===== src/rtl/snake_head_ctrl.sv =====
// -----------------------------------------------------------------------------
// snake_head_ctrl
// Game-logic stage for the 4x4 snake game. Owns the head cell and the apple
// cell. It advances the head one cell per game step in the last commanded
// direction. It detects wall collisions and apple captures, and respawns the
// apple from a free-running 4-bit LFSR.
//
// Cell encoding: row = cell[3:2] (0 = top), col = cell[1:0] (0 = left).
//
// Parameters
//   STEP_CYCLES : clock cycles per head step (>= 2)
// Ports
//   clock                         in   system clock, rising-edge updates
//   reset                         in   synchronous, active-low reset
//   start                         in   starts a new game from IDLE or OVER
//   btn_up/down/left/right        in   level-sensitive direction requests
//   position[3:0]                 out  head cell
//   apple[3:0]                    out  apple cell
//   score[3:0]                    out  apples eaten, saturating at 15
//   ate                           out  one-cycle pulse on a capture edge
//   playing                       out  high while a game is running
//   game_over                     out  high after a wall collision
// -----------------------------------------------------------------------------
module snake_head_ctrl #(
   parameter int STEP_CYCLES = 25000000
) (
   input  logic       clock,
   input  logic       reset,
   input  logic       start,
   input  logic       btn_up,
   input  logic       btn_down,
   input  logic       btn_left,
   input  logic       btn_right,
   output logic [3:0] position,
   output logic [3:0] apple,
   output logic [3:0] score,
   output logic       ate,
   output logic       playing,
   output logic       game_over
);

   localparam int CW = (STEP_CYCLES > 1) ? $clog2(STEP_CYCLES) : 1;
   localparam logic [CW-1:0] TERM = CW'(STEP_CYCLES - 1);

   typedef enum logic [1:0] {
      ST_IDLE = 2'd0,
      ST_PLAY = 2'd1,
      ST_OVER = 2'd2
   } state_t;

   typedef enum logic [1:0] {
      DIR_UP    = 2'd0,
      DIR_DOWN  = 2'd1,
      DIR_LEFT  = 2'd2,
      DIR_RIGHT = 2'd3
   } dir_t;

   state_t        r_state;
   dir_t          r_dir;
   logic [CW-1:0] r_cnt;
   logic [3:0]    r_lfsr;
   logic [3:0]    r_position;
   logic [3:0]    r_apple;
   logic [3:0]    r_score;
   logic          r_ate;
   logic          r_playing;
   logic          r_game_over;

   dir_t          w_next_dir;
   logic [1:0]    w_row;
   logic [1:0]    w_col;
   logic [1:0]    w_row_dec;
   logic [1:0]    w_row_inc;
   logic [1:0]    w_col_dec;
   logic [1:0]    w_col_inc;
   logic          w_wall;
   logic [3:0]    w_new_cell;
   logic [3:0]    w_respawn;
   logic [3:0]    w_score_inc;
   logic [3:0]    w_lfsr_next;

   assign w_row     = r_position[3:2];
   assign w_col     = r_position[1:0];
   assign w_row_dec = w_row - 2'd1;
   assign w_row_inc = w_row + 2'd1;
   assign w_col_dec = w_col - 2'd1;
   assign w_col_inc = w_col + 2'd1;

   // x^4+x^3+1, shift left; the all-zero state is unreachable from 4'b0001
   assign w_lfsr_next = {r_lfsr[2:0], r_lfsr[3] ^ r_lfsr[2]};

   // The apple must never respawn under the head, so bump it one cell on a clash
   assign w_respawn   = (r_lfsr == w_new_cell) ? (w_new_cell + 4'd1) : r_lfsr;
   assign w_score_inc = (r_score == 4'd15) ? 4'd15 : (r_score + 4'd1);

   // Direction priority: up > down > left > right > keep current
   always_comb begin
      w_next_dir = r_dir;
      if (btn_up) begin
         w_next_dir = DIR_UP;
      end else if (btn_down) begin
         w_next_dir = DIR_DOWN;
      end else if (btn_left) begin
         w_next_dir = DIR_LEFT;
      end else if (btn_right) begin
         w_next_dir = DIR_RIGHT;
      end else begin
         w_next_dir = r_dir;
      end
   end

   // Candidate head cell and wall check for a step in w_next_dir
   always_comb begin
      w_wall     = 1'b0;
      w_new_cell = r_position;
      case (w_next_dir)
         DIR_UP: begin
            w_wall     = (w_row == 2'd0);
            w_new_cell = {w_row_dec, w_col};
         end
         DIR_DOWN: begin
            w_wall     = (w_row == 2'd3);
            w_new_cell = {w_row_inc, w_col};
         end
         DIR_LEFT: begin
            w_wall     = (w_col == 2'd0);
            w_new_cell = {w_row, w_col_dec};
         end
         DIR_RIGHT: begin
            w_wall     = (w_col == 2'd3);
            w_new_cell = {w_row, w_col_inc};
         end
         default: begin
            w_wall     = 1'b0;
            w_new_cell = r_position;
         end
      endcase
   end

   // Game FSM with step counter, LFSR and all registered outputs
   always_ff @(posedge clock) begin
      if (!reset) begin
         r_state     <= ST_IDLE;
         r_dir       <= DIR_RIGHT;
         r_cnt       <= '0;
         r_lfsr      <= 4'b0001;
         r_position  <= 4'd0;
         r_apple     <= 4'd15;
         r_score     <= 4'd0;
         r_ate       <= 1'b0;
         r_playing   <= 1'b0;
         r_game_over <= 1'b0;
      end else begin
         r_lfsr <= w_lfsr_next;
         r_ate  <= 1'b0;
         case (r_state)
            ST_IDLE, ST_OVER: begin
               r_cnt <= '0;
               if (start) begin
                  r_state     <= ST_PLAY;
                  r_dir       <= DIR_RIGHT;
                  r_position  <= 4'd0;
                  r_apple     <= 4'd15;
                  r_score     <= 4'd0;
                  r_playing   <= 1'b1;
                  r_game_over <= 1'b0;
               end else begin
                  r_state <= r_state;
               end
            end
            ST_PLAY: begin
               r_dir <= w_next_dir;
               if (r_cnt == TERM) begin
                  r_cnt <= '0;
                  if (w_wall) begin
                     // Position, apple and score freeze where they were
                     r_state     <= ST_OVER;
                     r_playing   <= 1'b0;
                     r_game_over <= 1'b1;
                  end else begin
                     r_position <= w_new_cell;
                     if (w_new_cell == r_apple) begin
                        r_score <= w_score_inc;
                        r_ate   <= 1'b1;
                        r_apple <= w_respawn;
                     end else begin
                        r_apple <= r_apple;
                     end
                  end
               end else begin
                  r_cnt <= r_cnt + CW'(1);
               end
            end
            default: begin
               r_state     <= ST_IDLE;
               r_cnt       <= '0;
               r_playing   <= 1'b0;
               r_game_over <= 1'b0;
            end
         endcase
      end
   end

   assign position  = r_position;
   assign apple     = r_apple;
   assign score     = r_score;
   assign ate       = r_ate;
   assign playing   = r_playing;
   assign game_over = r_game_over;

endmodule


===== config.mk =====
export PLATFORM = sky130hd
export DESIGN_NAME = snake_head_ctrl
export DESIGN_NICKNAME = d
export VERILOG_FILES = /design/src/rtl/snake_head_ctrl.sv
export SDC_FILE = /design/constraint.sdc
export NUM_CORES = 1
export LEC_CHECK = 0
export BUFFER_PORTS_ARGS = -buffer_cell sky130_fd_sc_hd__buf_2
export CAP_MARGIN = 20
export CORE_MARGIN = 2
export CORE_UTILIZATION = 59
export DETAILED_ROUTE_END_ITERATION = 10
export PLACE_DENSITY_LB_ADDON = 0.15
export SETUP_SLACK_MARGIN = 0.05
export SLEW_MARGIN = 5
export SYNTH_ARGS = -nofsm -noshare
export SYNTH_HDL_FRONTEND = slang
export SYNTH_SLANG_ARGS = --single-unit

===== constraint.sdc =====
create_clock -name clock -period 2.7 [get_ports clock]
set_input_delay 0.135 -clock clock [delete_from_list [all_inputs] [get_ports clock]]
set_output_delay 0.135 -clock clock [all_outputs]
set_load 0.01 [all_outputs]

# After elaboration in Yosys (flattened, before gate mapping)
# Cells that the tools add are included.
# totals
input_bits,7
ff_bits,48
# op_classes
n_eq_ne,16
add_sub_neg,7
n_bitwise,4
mux,36
reduce_logical,12
# op_table
op,count
4-bit 2-to-1 mux,12
25-bit by 1-bit adder with 25-bit output (second input constant),1
25-bit equality test (second input constant),1
4-bit one-hot mux with 2 select lines,3
2-bit 2-to-1 mux,8
4-bit one-hot mux with 4 select lines,1
2-bit equality test (second input constant),5
2-bit inequality test (second input constant),5
4-bit by 1-bit adder with 4-bit output (second input constant),2
4-bit equality test,2
2-bit zero test,4
2-bit one-hot mux with 2 select lines,2
1-bit 2-to-1 mux,7
5-bit AND reduction,1
2-bit by 1-bit adder with 2-bit output (second input constant),2
2-bit by 1-bit equality test with 1-bit output (second input constant),2
4-bit equality test (second input constant),1
1-bit one-hot mux with 2 select lines,2
1-bit one-hot mux with 4 select lines,1
4-bit AND reduction,1
4-bit OR reduction,1
2-bit by 1-bit subtractor with 2-bit output (second input constant),2
1-bit NOT,3
3-bit AND reduction,1
other kinds (5),5

# Logic depth before layout (Yosys ltp)
# Gate-level depths: netlist of the first run.
# logic_depth
ltp_word,12
ltp_mapped,13
ltp_nobuf,11

# Least setup slack after synthesis of the first run
# Ideal clock, no wire load.
# synth_path
path_type,reg2reg
start,register r_dir[1]
end,"register r_apple[2], in the netlist apple[2]"
arrival_ps,2373
stages_incl_launch_ff,14
n_path_buf,2
setup_slack_ps,259
path_cell_list,dfxtp_1 > or3_1 > buf_2 > and2_4 > buf_6 > nand2_1 > xor2_1 > inv_1 > ha_1 > xnor2_1 > xnor2_1 > nor3_1 > o311a_1 > o21ai_1
# synth_via
elab_chain_cells,12
# synth_lines
element,line_no,source
start: declaration,59,dir_t r_dir;
start signal: assignment,172,r_dir <= w_next_dir;
2-bit 2-to-1 mux (*),105,end else if (btn_right) begin
2-bit 2-to-1 mux (*),103,end else if (btn_left) begin
2-bit 2-to-1 mux (*),101,end else if (btn_down) begin
2-bit 2-to-1 mux (*),99,if (btn_up) begin
"2-bit equality test, or another cell as far along",116,case (w_next_dir)
4-bit one-hot mux with 4 select lines,116,
4-bit by 1-bit adder with 4-bit output or 4-bit equality test (tied branches),93,assign w_respawn = (r_lfsr == w_new_cell) ? (w_new_cell + 4'd1) : r_lfsr;
4-bit 2-to-1 mux,93,
4-bit 2-to-1 mux,182,if (w_new_cell == r_apple) begin
4-bit 2-to-1 mux,175,if (w_wall) begin
4-bit 2-to-1 mux,173,if (r_cnt == TERM) begin
4-bit one-hot mux with 2 select lines,156,case (r_state)
end signal: assignment,185,r_apple <= w_respawn;
end signal: assignment,187,r_apple <= r_apple;
end: declaration,63,logic [3:0] r_apple;
# Mark *: on every way between the ends. The rest lies on a longest branch, timed or not. The select of a mux whose other input is x is not followed.
# A chain may end at the register's enable or synchronous reset.

# Final worst setup path of the first run
# layout_path
start,register r_dir[0]
end,"register r_apple[0], in the netlist apple[0]"
# Same word-level chain as after synthesis.

==> results of run 1 <==
## stage by stage
step	hold WS [ps]	total power, mW	cell area [sq um]	std cells
final	147	1.38	3000	403
after CTS	136	1.40	2970	401
after floorplan	317	0.828	2660	320
after global routing	157	1.44	3000	403
after global placement	441	0.868	2850	393
after detailed placement	449	0.871	2850	393
## worst max-delay path: cells and delay by family (launching register included)
kind,cells,cell delay (ps)
AOI/OAI and AO/OA,5,1510
DFF,1,340
and+or+nand+nor,1,300
xor gates and xnor gates,1,180
## state kept, by name, summed over array words and instances, names as in the netlist
name,flops
position,4
r_lfsr,4
playing,1
r_cnt,25
r_dir,2
score,4
r_state,2
apple,4
ate,1
## synth_stat cells, drive strengths merged, types with 2 or more instances
cell type  instances  area [sq um]
o31ai              3          27.5
nand4              9          62.6
dfxtp             47           941
and3               8          50.1
nor4               7          43.8
nand2             22          82.6
nor3b              2          15.0
a211o              2          17.5
a2111oi            3          26.3
clkbuf             6          22.5
nor2              47           179
nand2b             8          50.1
a31oi              4          25.0
nor3               5          47.5
inv                8          30.0
and2               6          41.3
a211oi             4          30.0
o22ai              3          18.8
ha                 3          37.5
o21ai             15          75.1
nand3             13          65.1
xor2              19           166
mux2i              3          30.0
a221oi             3          38.8
or3                3          18.8
nor2b              7          43.8
buf                4          25.0
xnor2             20           175
and4               3          26.3
nand4b             2          17.5
a21oi             12          60.1
## kinds of logic after synthesis
kind of cell,Yosys count
simple gates,149
xor+xnor,39
buf+inv,19
compound gates,60
flops,47
fa+ha+maj,3
mux,3
## what timing repair did
item	in CTS	in global routing
buffers inserted	0	2
endpoints found under the setup margin	0	1
resized for setup	0	2
## area by class of cell
| type | count | share of cell area (%) |
|---|---|---|
| clock inverters | 2 | 1.17 |
| multi-input cells | 254 | 54.9 |
| inverters | 9 | 1.13 |
| clock buffers | 6 | 2.75 |
| well taps | 52 | 2.17 |
| repair buffers | 33 | 6.51 |
| flip-flops and latches | 47 | 31.4 |
## worst min-delay path by stage
stage / to / from / slack [ps]
final: r_lfsr[0]$_SDFF_PN1_ / reset / 150
after global routing: r_dir[0]$_SDFFE_PN1P_ / reset / 160
after global placement: r_lfsr[0]$_SDFF_PN1_ / reset / 440
after floorplan: score[1]$_SDFFE_PN0P_ / reset / 320
after detailed placement: r_lfsr[0]$_SDFF_PN1_ / reset / 450
after CTS: r_lfsr[0]$_SDFF_PN1_ / reset / 140
## layout by cell type, fill, tap and decap left out, types with 4 or more instances in the layout
| cell type | instances |
|---|---|
| dfxtp_1 | 47 |
| nor2_1 | 46 |
| nand2_1 | 22 |
| buf_2 | 21 |
| xnor2_1 | 20 |
| xor2_1 | 18 |
| nand3_1 | 13 |
| o21ai_0 | 13 |
| a21oi_1 | 12 |
| buf_4 | 12 |
| inv_1 | 8 |
| nand4_1 | 8 |
| and3_1 | 8 |
| nand2b_1 | 8 |
| nor2b_1 | 7 |
| nor4_1 | 7 |
| clkbuf_8 | 6 |
| and2_1 | 4 |
| a211oi_1 | 4 |
| a31oi_1 | 4 |
## layer usage
layer  share of wire [%]  GRT usage [%]  up-vias  wire, microns
li1                    -              -     1200              -
met1                  46           31.2     1117           2730
met2                  52           46.1       38           3110
met3                 2.1           4.13        2            128
met4                0.23           7.97        0             14
met5                   0              0        -              0
## power breakdown
part | leakage, nW | switching [mW] | total, mW | internal, mW
registers | 0.381 | 0.0117 | 0.714 | 0.702
clock network | 0.0612 | 0.225 | 0.524 | 0.300
logic | 0.659 | 0.0889 | 0.147 | 0.0585
==> flow_summary.json, run 1 <==
{
  "clockBufferDepth": 2,
  "crit_fanout": 6,
  "period_needed_ps": 2460,
  "worstPathRequired_ps": 2870,
  "path_clk_slew_ps": 80,
  "synthToLayoutAreaGrowth_pct": 12.9,
  "r2r-end": "apple[0]$_SDFFE_PN1P_",
  "critPathSlowestCell": "a2111oi_0",
  "worstSetupPathType": "flip-flop to flip-flop",
  "root_buffer": "clkbuf_8",
  "crit_top_cell": "a2111oi_0",
  "grt_use_total_pct": 25.6,
  "synthXorXnorAreaFrac_pct": 12.9,
  "setup_tns_ps": 0,
  "grt_pass1_vias": 2311,
  "core_sq_um": 4350,
  "worst_setup_path_end_kind": "flip-flop",
  "maxCapViolations": 0,
  "ys_ff_latch": 47,
  "portBuffers": 21,
  "io_pins": 22,
  "timing.slew.headroom_pct": 64.4,
  "ys_types": 60,
  "clock.fmax_mhz": 407,
  "clkLatencyLatePin_ps": 290,
  "synth_cells": 320,
  "yosys.area_share.simple_pct": 30.4,
  "worstSetupStartpointType": "flip-flop",
  "remaining_drc_errors": 0,
  "grt_max_degree": 26,
  "finalHoldViolCount": 0,
  "setup_viol": 0,
  "endpoint": "apple[0]$_SDFFE_PN1P_",
  "synth-adder-area-share_pct": 1.41,
  "synth_mux_area_share_pct": 1.13,
  "slowest_delay_ps": 530,
  "timing.rr.start": "r_dir[0]$_SDFFE_PN1P_",
  "yosysSeqAreaShare_pct": 35.4,
  "status": "complete, no violations",
  "syn_area_sq_um": 2660,
  "leakage_nw": 1.10,
  "grt_pass1_wl_mm": 10.5,
  "dpl_worst_slack_ps": 143,
  "dieArea_sq_um": 5060,
  "clock_skew_ps": 3.46,
  "dr.pass1.iters": 4,
  "antenna_found_initial": 0,
  "arrival_ps": 2630,
  "fillers": 362,
  "drv_slew": 0,
  "vias": 2357,
  "regArea_sq_um": 941,
  "reg2reg_slack_ps": 240,
  "detail-route-antenna-nets": 0,
  "overflow": 0,
  "synth_edf_count": 0,
  "numCtsBuffers": 5,
  "die_x_microns": 71.1,
  "htreeDepth": 2,
  "syn-num-nets": 330,
  "layout-drive-gt1-share_pct": 16.0,
  "viasPerCell": 5.85,
  "ctsHoldBuffers": 0,
  "worst_slack_ps": 242,
  "avgSynthCellArea_sq_um": 8.30,
  "final_util_pct": 68.9,
  "wl_mm": 5.98,
  "synth_warnings": 0,
  "reg2regPathDepth": 7,
  "start_util_pct": 61.0,
  "hold_depth": 2,
  "cts_tree": "done",
  "tightest_slew_ps": 521,
  "final_nets": 360,
  "synthArstFlopShare_pct": 0,
  "place_congestion": 0.792,
  "p_per_area_nw_per_um2": 462,
  "multi_input_area_sq_um": 1650,
  "rsz0062_at_grt": "false",
  "die_h_microns": 71.1,
  "dp_hpwl_mm": 4.37,
  "finalCritPeriodShare_pct": 91.0,
  "clock_sinks": 47,
  "synth_compound_area_share_pct": 15.7,
  "diodes": 0,
  "crit_start": "r_dir[0]$_SDFFE_PN1P_",
  "fp-row-count": 24,
  "wl_per_cell_microns": 14.8,
  "peakVddDrop_v": 0.000368,
  "drtIter0Drc": 147,
  "path_cells": "o21ba_2 > xnor2_1 > a2111oi_0 > o21ai_1 > a2111oi_0 > and4bb_2 > o21ai_0",
  "synth_top_family_by_area": "simple AND/OR/NAND/NOR gates",
  "min_path_type": "input pin to flip-flop",
  "ys_dominant_reg_cell": "dfxtp_1"
}
(Power assumes the default switching activity.)
==> run 2: changes to the inputs <==
Settings changed: REMOVE_ABC_BUFFERS set to 1.
==> flow_summary.json, run 2 (synthesis gave the netlist of run 1 again) <==
{
  "fp-row-count": 24,
  "worstPathRequired_ps": 2930,
  "timing.slew.headroom_pct": 68.0,
  "peakVddDrop_v": 0.000296,
  "p_sw_share_pct": 26.2,
  "htreeDepth": 2,
  "overflow": 0,
  "crit_start": "r_dir[1]$_SDFFE_PN1P_",
  "synthToLayoutAreaGrowth_pct": 10.9,
  "fillers": 396,
  "period_needed_ps": 2460,
  "reg2reg_slack_ps": 240,
  "die_h_microns": 71.1,
  "dp_cells": 392,
  "finalCritPeriodShare_pct": 91.2,
  "pwr-share-comb_pct": 11.0,
  "portBuffers": 21,
  "fin_cells": 401,
  "clockBufferDepth": 2,
  "worst_setup_path_end_kind": "flip-flop",
  "clock_sinks": 47,
  "grt_pass1_wl_mm": 9.53,
  "seqPwrFrac_pct": 56.1,
  "clkLatencyLatePin_ps": 310,
  "hp-start": "reset",
  "p_sw_mw": 0.333,
  "grt_pass1_vias": 2143,
  "regArea_sq_um": 941,
  "place_congestion": 0.877,
  "largest_register_ffs": 25,
  "grt_use_total_pct": 23.5,
  "numCtsBuffers": 5,
  "clock_skew_ps": 12.4,
  "path_clk_slew_ps": 90,
  "final_nets": 358,
  "drv_slew": 0,
  "dp_hpwl_mm": 4.04,
  "drtIter0Drc": 89,
  "dr.pass1.iters": 4,
  "slowest_delay_ps": 450,
  "mostFrequentLayoutCell": "dfxtp_1",
  "status": "complete, no violations",
  "path_cells": "or3_1 > and2_4 > nor3_4 > xnor2_1 > nor3_4 > nand4_2 > a221oi_2",
  "layout-drive-gt1-share_pct": 14.9,
  "grt_max_degree": 26,
  "io_pins": 22,
  "crit_top_cell": "nor3_4",
  "start_util_pct": 61.0,
  "p_per_area_nw_per_um2": 432,
  "detail-route-antenna-nets": 0,
  "finalHoldViolCount": 0,
  "clock.fmax_mhz": 406,
  "maxCapViolations": 0,
  "crit_fanout": 9,
  "multi_input_area_sq_um": 1640,
  "die_x_microns": 71.1,
  "timing.rr.start": "r_dir[1]$_SDFFE_PN1P_",
  "setup_viol": 0,
  "cts_tree": "done",
  "remaining_drc_errors": 0,
  "clock_power_share_pct": 32.9,
  "largest_register": "r_cnt",
  "diodes": 0,
  "wl_per_cell_microns": 13.8,
  "viasPerCell": 5.83,
  "critPathSlowestCell": "or3_1",
  "root_buffer": "clkbuf_8",
  "wl_mm": 5.51,
  "dieArea_sq_um": 5060,
  "core_sq_um": 4350,
  "antenna_found_initial": 0,
  "arrival_ps": 2690,
  "tightest_slew_ps": 479,
  "worstSetupStartpointType": "flip-flop",
  "worstSetupPathType": "flip-flop to flip-flop",
  "vias": 2337,
  "rsz0062_at_grt": "false",
  "setup_tns_ps": 0,
  "leakage_nw": 1.07,
  "min_path_type": "input pin to flip-flop",
  "p_int_mw": 0.939,
  "final_cell_mix": "47 x dfxtp_1, 46 x nor2_1, 22 x nand2_1, 21 x buf_2, 20 x xnor2_1"
}
==> run 2: routing by layer <==
metal	vias to the layer above	GRT usage [%]	part of all wire [%]
met2	37	40.0	48
met3	9	4.13	3.0
met1	1095	28.8	47
met4	0	11.1	2.0
met5	-	0	0
li1	1196	-	-
==> run 2: metrics by stage <==
step           worst slack, ps  power (mW)  cell area (sq um)  utilization (%)  hold WS (ps)
2_1_floorplan              372       0.822               2610                -           197
3_3_place_gp               250       0.866               2850             65.4           447
3_5_place_dp               176       0.867               2850             65.4           449
4_1_cts                    150        1.28               2930             67.3           129
5_1_grt                   50.3        1.33               2950             67.7           154
6_report                   237        1.27               2950             67.7           131
==> run 2: final timing paths <==
kind,endpoint,depth (start not counted)
worst max-delay path,score[3]$_SDFFE_PN0P_,7
worst min register to register,r_cnt[0]$_SDFF_PP0_,1
worst max register to register,score[3]$_SDFFE_PN0P_,7
worst min-delay path,r_lfsr[0]$_SDFF_PN1_,2
==> run 2: power by group through the flow <==
stage          registers [mW]  clock network [mW]  logic, mW
6_report                0.713               0.419      0.140
2_1_floorplan           0.727                   0     0.0954
4_1_cts                 0.713               0.430      0.138
3_5_place_dp            0.729                   0      0.137
3_3_place_gp            0.729                   0      0.137
5_1_grt                 0.715               0.454      0.157
==> run 2: critical path: cells and delay by family (launching register included) <==
family | cells | cell delay (ps)
AND/OR/NAND/NOR | 5 | 1570
XOR/XNOR | 1 | 230
AO/OA/AOI/OAI | 1 | 280
flip-flops | 1 | 310
==> run 2: what timing repair did <==
action,4_1_cts,5_1_grt
endpoints found under the setup margin,0,1
resized for setup,0,1
setup buffers,0,1
hold buffers,0,0
==> run 2: area by class of cell <==
| class | instances | share of cell area [%] |
|---|---|---|
| timing repair buffer | 31 | 6.11 |
| tap | 52 | 2.21 |
| inverter | 9 | 1.15 |
| multi-input combinational | 254 | 55.7 |
| clock buffer | 6 | 2.46 |
| sequential | 47 | 31.9 |
| clock inverter | 2 | 0.425 |
